## config.mk

```make
export PLATFORM = sky130hd
export DESIGN_NAME = ppm_symbol_demod
export DESIGN_NICKNAME = d
export VERILOG_FILES = /design/src/rtl/ppm_pkg.sv /design/src/rtl/ppm_acc_bank.sv /design/src/rtl/ppm_symbol_demod.sv
export SDC_FILE = /design/constraint.sdc
export NUM_CORES = 1
export LEC_CHECK = 0
export CORE_MARGIN = 2
export CORE_UTILIZATION = 64
export CTS_CLUSTER_DIAMETER = 80
export DETAILED_ROUTE_END_ITERATION = 8
export GPL_ROUTABILITY_DRIVEN = 0
export PLACE_DENSITY = 0.93
export SYNTH_ARGS = -nofsm -noshare
export SYNTH_HDL_FRONTEND = slang
export SYNTH_HIERARCHICAL = 1
export SYNTH_SLANG_ARGS = --single-unit
```

## constraint.sdc

```tcl
create_clock -name clk -period 7.2 [get_ports clk]
set_input_delay 1.8 -clock clk [delete_from_list [all_inputs] [get_ports clk]]
set_output_delay 1.8 -clock clk [all_outputs]
set_load 0.02 [all_outputs]
```

## src/rtl/ppm_pkg.sv

```systemverilog
// Shared types for the PPM symbol demodulator: FSM state encoding and slot-index sizing.
package ppm_pkg;

  typedef enum logic [1:0] {
    IDLE,
    ACCUM,
    SEARCH,
    OUTPUT
  } ppm_state_e;

  // Bits needed to index one slot of a PPM frame.
  function automatic int slot_width(input int order);
    return (order > 1) ? $clog2(order) : 1;
  endfunction

endpackage

```

## src/rtl/ppm_acc_bank.sv

```systemverilog
// Bank of PPM_ORDER saturating slot accumulators with one add port, one read port and a clear-all.
module ppm_acc_bank
  import ppm_pkg::*;
#(
  parameter int PPM_ORDER = 8,
  parameter int CHIP_BITS = 3,
  parameter int ACC_BITS  = 6
) (
  input  logic                            clk,
  input  logic                            rstb,
  input  logic                            clear,
  input  logic                            add_en,
  input  logic [slot_width(PPM_ORDER)-1:0] add_idx,
  input  logic [CHIP_BITS-1:0]            add_val,
  input  logic [slot_width(PPM_ORDER)-1:0] rd_idx,
  output logic [ACC_BITS-1:0]             rd_val
);

  localparam int SUM_W = ACC_BITS + 1;
  localparam logic [ACC_BITS-1:0] ACC_MAX = '1;

  logic [ACC_BITS-1:0] acc_q [PPM_ORDER];
  logic [SUM_W-1:0]    sum;

  // One spare bit catches the carry so the slot pins at full scale instead of wrapping.
  always_comb begin
    sum = {1'b0, acc_q[add_idx]} + SUM_W'(add_val);
  end

  // NOTE: the accumulators are reset explicitly because a reset must discard any partial symbol.
  always_ff @(posedge clk) begin
    if (!rstb || clear) begin
      for (int i = 0; i < PPM_ORDER; i++) acc_q[i] <= '0;
    end else if (add_en) begin
      acc_q[add_idx] <= sum[ACC_BITS] ? ACC_MAX : sum[ACC_BITS-1:0];
    end
  end

  assign rd_val = acc_q[rd_idx];

endmodule

```

## src/rtl/ppm_symbol_demod.sv

```systemverilog
// PPM symbol demodulator: accumulates SPAD chip counts per slot over N frames, then picks the peak slot.
module ppm_symbol_demod
  import ppm_pkg::*;
#(
  parameter int PPM_ORDER  = 8,
  parameter int CHIP_BITS  = 3,
  parameter int ACC_BITS   = 6,
  parameter int FRAME_BITS = 4
) (
  input  logic                             clk,
  input  logic                             rstb,
  input  logic [CHIP_BITS-1:0]             chip_in,
  input  logic                             chip_valid,
  output logic                             chip_ready,
  input  logic [FRAME_BITS-1:0]            frames_per_symbol,
  input  logic [ACC_BITS-1:0]              corr_threshold,
  output logic [slot_width(PPM_ORDER)-1:0] sym_out,
  output logic [ACC_BITS-1:0]              peak_value,
  output logic                             threshold_unmet,
  output logic                             sym_valid,
  input  logic                             sym_ready,
  output logic                             busy
);

  localparam int IDX_W = slot_width(PPM_ORDER);
  localparam logic [IDX_W-1:0] LAST_SLOT = IDX_W'(PPM_ORDER - 1);

  ppm_state_e state_q, state_d;

  logic [IDX_W-1:0]      slot_q;
  logic [FRAME_BITS-1:0] frame_q, frames_lat_q, frames_eff;
  logic [ACC_BITS-1:0]   max_q, peak_q, rd_val, cand_max;
  logic [IDX_W-1:0]      idx_q, sym_q, cand_idx;
  logic                  unmet_q;
  logic                  chip_accept, slot_wrap, last_chip, scan_last, out_done;

  assign chip_accept = chip_valid && chip_ready;
  assign slot_wrap   = (slot_q == LAST_SLOT);
  assign last_chip   = chip_accept && (state_q == ACCUM) && slot_wrap
                       && (frame_q == frames_lat_q - FRAME_BITS'(1));
  assign scan_last   = (state_q == SEARCH) && slot_wrap;
  assign out_done    = sym_valid && sym_ready;
  assign frames_eff  = (frames_per_symbol == '0) ? FRAME_BITS'(1) : frames_per_symbol;

  // Strictly-greater update keeps the lowest index on ties.
  assign cand_max = (rd_val > max_q) ? rd_val : max_q;
  assign cand_idx = (rd_val > max_q) ? slot_q : idx_q;

  ppm_acc_bank #(
    .PPM_ORDER(PPM_ORDER),
    .CHIP_BITS(CHIP_BITS),
    .ACC_BITS (ACC_BITS)
  ) u_acc_bank (
    .clk    (clk),
    .rstb   (rstb),
    .clear  (out_done),
    .add_en (chip_accept),
    .add_idx(slot_q),
    .add_val(chip_in),
    .rd_idx (slot_q),
    .rd_val (rd_val)
  );

  // NOTE: sequential state uses non-blocking assignments so every register samples pre-edge values.
  always_ff @(posedge clk) begin
    if (!rstb) state_q <= IDLE;
    else       state_q <= state_d;
  end

  // NOTE: next-state and output logic assign defaults first so no path can infer a latch.
  always_comb begin
    state_d = state_q;
    case (state_q)
      IDLE:    if (chip_accept) state_d = ACCUM;
      ACCUM:   if (last_chip)   state_d = SEARCH;
      SEARCH:  if (scan_last)   state_d = OUTPUT;
      OUTPUT:  if (sym_ready)   state_d = IDLE;
      default: state_d = IDLE;
    endcase
  end

  always_comb begin
    chip_ready      = (state_q == IDLE) || (state_q == ACCUM);
    busy            = (state_q != IDLE);
    sym_valid       = (state_q == OUTPUT);
    sym_out         = '0;
    peak_value      = '0;
    threshold_unmet = 1'b0;
    if (sym_valid) begin
      sym_out         = sym_q;
      peak_value      = peak_q;
      threshold_unmet = unmet_q;
    end
  end

  // The slot counter doubles as the scan index: it is back at 0 when the last chip lands.
  always_ff @(posedge clk) begin
    if (!rstb) begin
      slot_q       <= '0;
      frame_q      <= '0;
      frames_lat_q <= '0;
      max_q        <= '0;
      idx_q        <= '0;
      peak_q       <= '0;
      sym_q        <= '0;
      unmet_q      <= 1'b0;
    end else begin
      case (state_q)
        IDLE, ACCUM: begin
          if (chip_accept) begin
            slot_q <= slot_q + IDX_W'(1);
            if (state_q == IDLE) frames_lat_q <= frames_eff;
            if (slot_wrap) frame_q <= last_chip ? '0 : frame_q + FRAME_BITS'(1);
          end
        end
        SEARCH: begin
          slot_q <= slot_q + IDX_W'(1);
          max_q  <= cand_max;
          idx_q  <= cand_idx;
          if (scan_last) begin
            peak_q  <= cand_max;
            sym_q   <= cand_idx;
            unmet_q <= (cand_max < corr_threshold);
          end
        end
        OUTPUT: begin
          if (sym_ready) begin
            slot_q  <= '0;
            frame_q <= '0;
            max_q   <= '0;
            idx_q   <= '0;
            peak_q  <= '0;
            sym_q   <= '0;
            unmet_q <= 1'b0;
          end
        end
        default: ;
      endcase
    end
  end

endmodule

```

==> impl_metrics.json <==
{
  "run_status": "completed",
  "globalRoute.totalOverflow": 0,
  "final_antenna_diode_count": 0,
  "max_freq_ghz": 0.1933,
  "cts.sinks": 80,
  "startpoint_type": "register",
  "timing.setup.tns_ns": 0,
  "post_route_cells_drive_above_1_share_pct": 13.53,
  "whs_ns": 0.4628,
  "port_buffers": 29,
  "maxCapViolCount": 0,
  "die_w_um": 90.35,
  "synthesized_cell_area_mm2": 0.004772,
  "layout_common_cells": "63 x sky130_fd_sc_hd__nor2_1, 48 x sky130_fd_sc_hd__edfxtp_1, 44 x sky130_fd_sc_hd__nand2_1",
  "net_count_synth": 485,
  "syn_inst": 444,
  "leakage_nw": 2.097,
  "cts_tree": "done",
  "yosys.cell_types.count": 56,
  "syn_area_per_cell_um2": 10.75,
  "layout_commonest_cell": "sky130_fd_sc_hd__nor2_1",
  "synth_flop_cell": "sky130_fd_sc_hd__edfxtp_1",
  "final_setup_violations": 0,
  "ctsLongestPathBuffers": 2,
  "final_period_minus_worst_setup_slack_ns": 5.173,
  "hp-class": "register to register",
  "drc": 0,
  "final_nets": 509,
  "synth-edff-count": 48,
  "worst-endpoint-arrival_ns": 5.49,
  "floorplan.io_pins": 30,
  "worst_r2r_setup_slack_ns": 2.03,
  "cp_slowest_stage_delay_ns": 0.93,
  "track_usage_pct": 28.16,
  "floorplan.die.height_um": 90.35,
  "viasPerCell": 6.362,
  "cts.repair_timing.setup_buffer_count": 0,
  "synth_simple_gate_area_share_pct": 17.33,
  "synthMuxAreaShare_pct": 16.94,
  "power_per_cell_area_mw_per_mm2": 350.0,
  "firstDrtPassIters": 5,
  "compound_gate_portion_of_the_synthesized_area_pct": 10.72,
  "grt_max_degree": 35,
  "worstSkewPairLatency_ns": 0.36,
  "share_of_synthesized_area_occupied_by_flip_flops_and_latches_pct": 43.63,
  "htreeDepth": 3,
  "first_pass_grt_wire_length_mm": 18.00,
  "floorplan.initialDensity_pct": 65.79,
  "crit_path_end_kind": "register",
  "slowest_stage": "sky130_fd_sc_hd__a32oi_1",
  "design.core.area_mm2": 0.007253,
  "syn_to_final_growth_pct": 11.38,
  "grt_antenna_before_repair": 0,
  "yosysWarnings": 6,
  "synthArstFlopShare_pct": 0,
  "grt_setup_unrepaired": "false",
  "clock_tree.root_cell": "sky130_fd_sc_hd__clkbuf_8",
  "crit_type": "register to register",
  "rows": 31,
  "number_of_buffer_and_inverter_stages_on_the_critical_path": 1,
  "fp.dieArea_mm2": 0.008163,
  "post_synth_fa_ha_maj_area_fraction_pct": 6.450,
  "ff_latch_count_synth": 80,
  "skew_ns": 0.01478,
  "synth_top_family_by_area": "simple AND/OR/NAND/NOR gates",
  "synth-xor-area-share_pct": 1.416,
  "cts.repair.resized": 0,
  "worst_path_dominant_cell_family": "compound AO/OA/AOI/OAI gates",
  "timing.final.max_slew_violations": 0,
  "clk_pin_slew_worst_paths_ns": 0.09,
  "ir_worst_vdd_mv": 0.3295,
  "route.antenna.remaining_nets": 0,
  "routed_wire_length_per_instance_um": 19.20,
  "cp_max_fo": 21,
  "worst-slew-pin-transition_ns": 1.142,
  "cp_cell_sequence": "buf_4 > mux4_2 > mux2_2 > ha_1 > and4_1 > o21ai_0 > a32oi_1 > mux2_2 > ha_1 > and4_1 > a221o_1 > a2bb2oi_1 > o211a_1",
  "hold_viol_final": 0,
  "grt_pass1_vias": 3657,
  "cts_made_buffers": 9,
  "post-route-period-util_pct": 71.84,
  "cts.hold.buffers_added": 0,
  "vias": 3639,
  "dp_hpwl_mm": 7.995,
  "drt-initial-drc-count": 356,
  "timing.max_slew.rel_slack_pct": 23.86,
  "required_ns": 7.52,
  "route.final.wire_length_mm": 10.98
}
[metrics by stage]
step | area (um2) | power, mW | setup WS [ns] | cells | util [%]
floorplan | 4772 | 1.304 | 3.113 | 444 | -
global placement | 5120 | 1.458 | 2.456 | 556 | 70.59
detailed placement | 5120 | 1.518 | 2.220 | 556 | 70.59
CTS | 5315 | 1.851 | 2.127 | 572 | 73.28
global route | 5315 | 1.964 | 1.812 | 572 | 73.28
finish | 5315 | 1.860 | 2.027 | 572 | 73.28
[cell usage after synthesis, types with 2 or more instances]
cell type,n,area share (%)
sky130_fd_sc_hd__buf_1,3,0.24
sky130_fd_sc_hd__o21ai_0,11,1.2
sky130_fd_sc_hd__mux2_2,13,3.1
sky130_fd_sc_hd__nand3b_1,3,0.47
sky130_fd_sc_hd__nor2b_1,9,1.2
sky130_fd_sc_hd__a22oi_2,2,0.52
sky130_fd_sc_hd__nor2_1,63,5.0
sky130_fd_sc_hd__a22oi_1,5,0.79
sky130_fd_sc_hd__and4_1,2,0.37
sky130_fd_sc_hd__a31oi_4,3,1.3
sky130_fd_sc_hd__and2_1,20,2.6
sky130_fd_sc_hd__xor2_1,2,0.37
sky130_fd_sc_hd__mux4_2,16,7.6
sky130_fd_sc_hd__a21o_1,5,0.79
sky130_fd_sc_hd__dfxtp_1,32,13
sky130_fd_sc_hd__ha_1,23,6.0
sky130_fd_sc_hd__buf_2,8,0.84
sky130_fd_sc_hd__nor3_1,6,0.63
sky130_fd_sc_hd__a221oi_1,4,0.73
sky130_fd_sc_hd__inv_1,21,1.7
sky130_fd_sc_hd__clkbuf_1,6,0.47
sky130_fd_sc_hd__a21oi_1,9,0.94
sky130_fd_sc_hd__edfxtp_1,48,30
sky130_fd_sc_hd__nand2_1,44,3.5
sky130_fd_sc_hd__nand3_1,22,2.3
sky130_fd_sc_hd__a41o_1,5,1.0
sky130_fd_sc_hd__a211oi_1,3,0.47
sky130_fd_sc_hd__buf_4,2,0.31
sky130_fd_sc_hd__xnor2_1,3,0.55
sky130_fd_sc_hd__mux2i_1,25,5.2
[worst reg2reg max path: stages, from the launching register on]
cell	delay, ns
sky130_fd_sc_hd__dfxtp_1	0.85
sky130_fd_sc_hd__buf_4	0.40
sky130_fd_sc_hd__mux4_2	0.35
sky130_fd_sc_hd__mux2_2	0.31
sky130_fd_sc_hd__ha_1	0.30
sky130_fd_sc_hd__and4_1	0.22
sky130_fd_sc_hd__o21ai_0	0.10
sky130_fd_sc_hd__a32oi_1	0.93
sky130_fd_sc_hd__mux2_2	0.45
sky130_fd_sc_hd__ha_1	0.33
sky130_fd_sc_hd__and4_1	0.22
sky130_fd_sc_hd__a221o_1	0.35
sky130_fd_sc_hd__a2bb2oi_1	0.16
sky130_fd_sc_hd__o211a_1	0.15
[state kept, by name (all words and copies together), names as in the netlist]
signal / count
slot_q: 3
unmet_q: 1
u_acc_bank/acc_q: 48
max_q: 6
state_q: 2
frames_lat_q: 4
frame_q: 4
peak_q: 6
sym_q: 3
idx_q: 3
[final timing paths]
check                                             from                    end  cells after the start
worst max-delay path            slot_q[1]$_SDFFE_PN0P_   unmet_q$_SDFFE_PN0P_                     13
worst min-delay path             sym_q[1]$_SDFFE_PN0P_  sym_q[1]$_SDFFE_PN0P_                      2
worst max register to register  slot_q[1]$_SDFFE_PN0P_   unmet_q$_SDFFE_PN0P_                     13
worst min register to register   sym_q[1]$_SDFFE_PN0P_  sym_q[1]$_SDFFE_PN0P_                      2
[final cells by class]
class                   count  area [um2]
clock buffers              11       162.7
clock inverters             5       32.53
fillers                   494        1938
inverters                  21       78.83
multi-input cells         324        2522
flip-flops and latches     80        2082
well taps                  99       123.9
repair buffers             32       312.8
[cells by family after synthesis]
family                   after synthesis
flip-flops                            80
buffers and inverters                 40
AO/OA/AOI/OAI                         60
XOR/XNOR                               6
multiplexers                          57
AND/OR/NAND/NOR                      177
adder cells (fa/ha/maj)               24
[report_power, final]
group          switching [mW]  total, mW  internal [mW]
Clock                   0.173      0.330          0.157
Combinational           0.545      0.939          0.394
Sequential             0.0512      0.592          0.541
[layer usage]
| layer | track usage (%) | up-vias | wire length (um) |
|---|---|---|---|
| met4 | 11.79 | 0 | 286 |
| met2 | 46.55 | 193 | 5426 |
| met1 | 36.64 | 1745 | 4326 |
| met3 | 5.342 | 32 | 944 |
| li1 | - | 1669 | - |
| met5 | 0 | - | 0 |
Power figures use the tool's default switching activity.
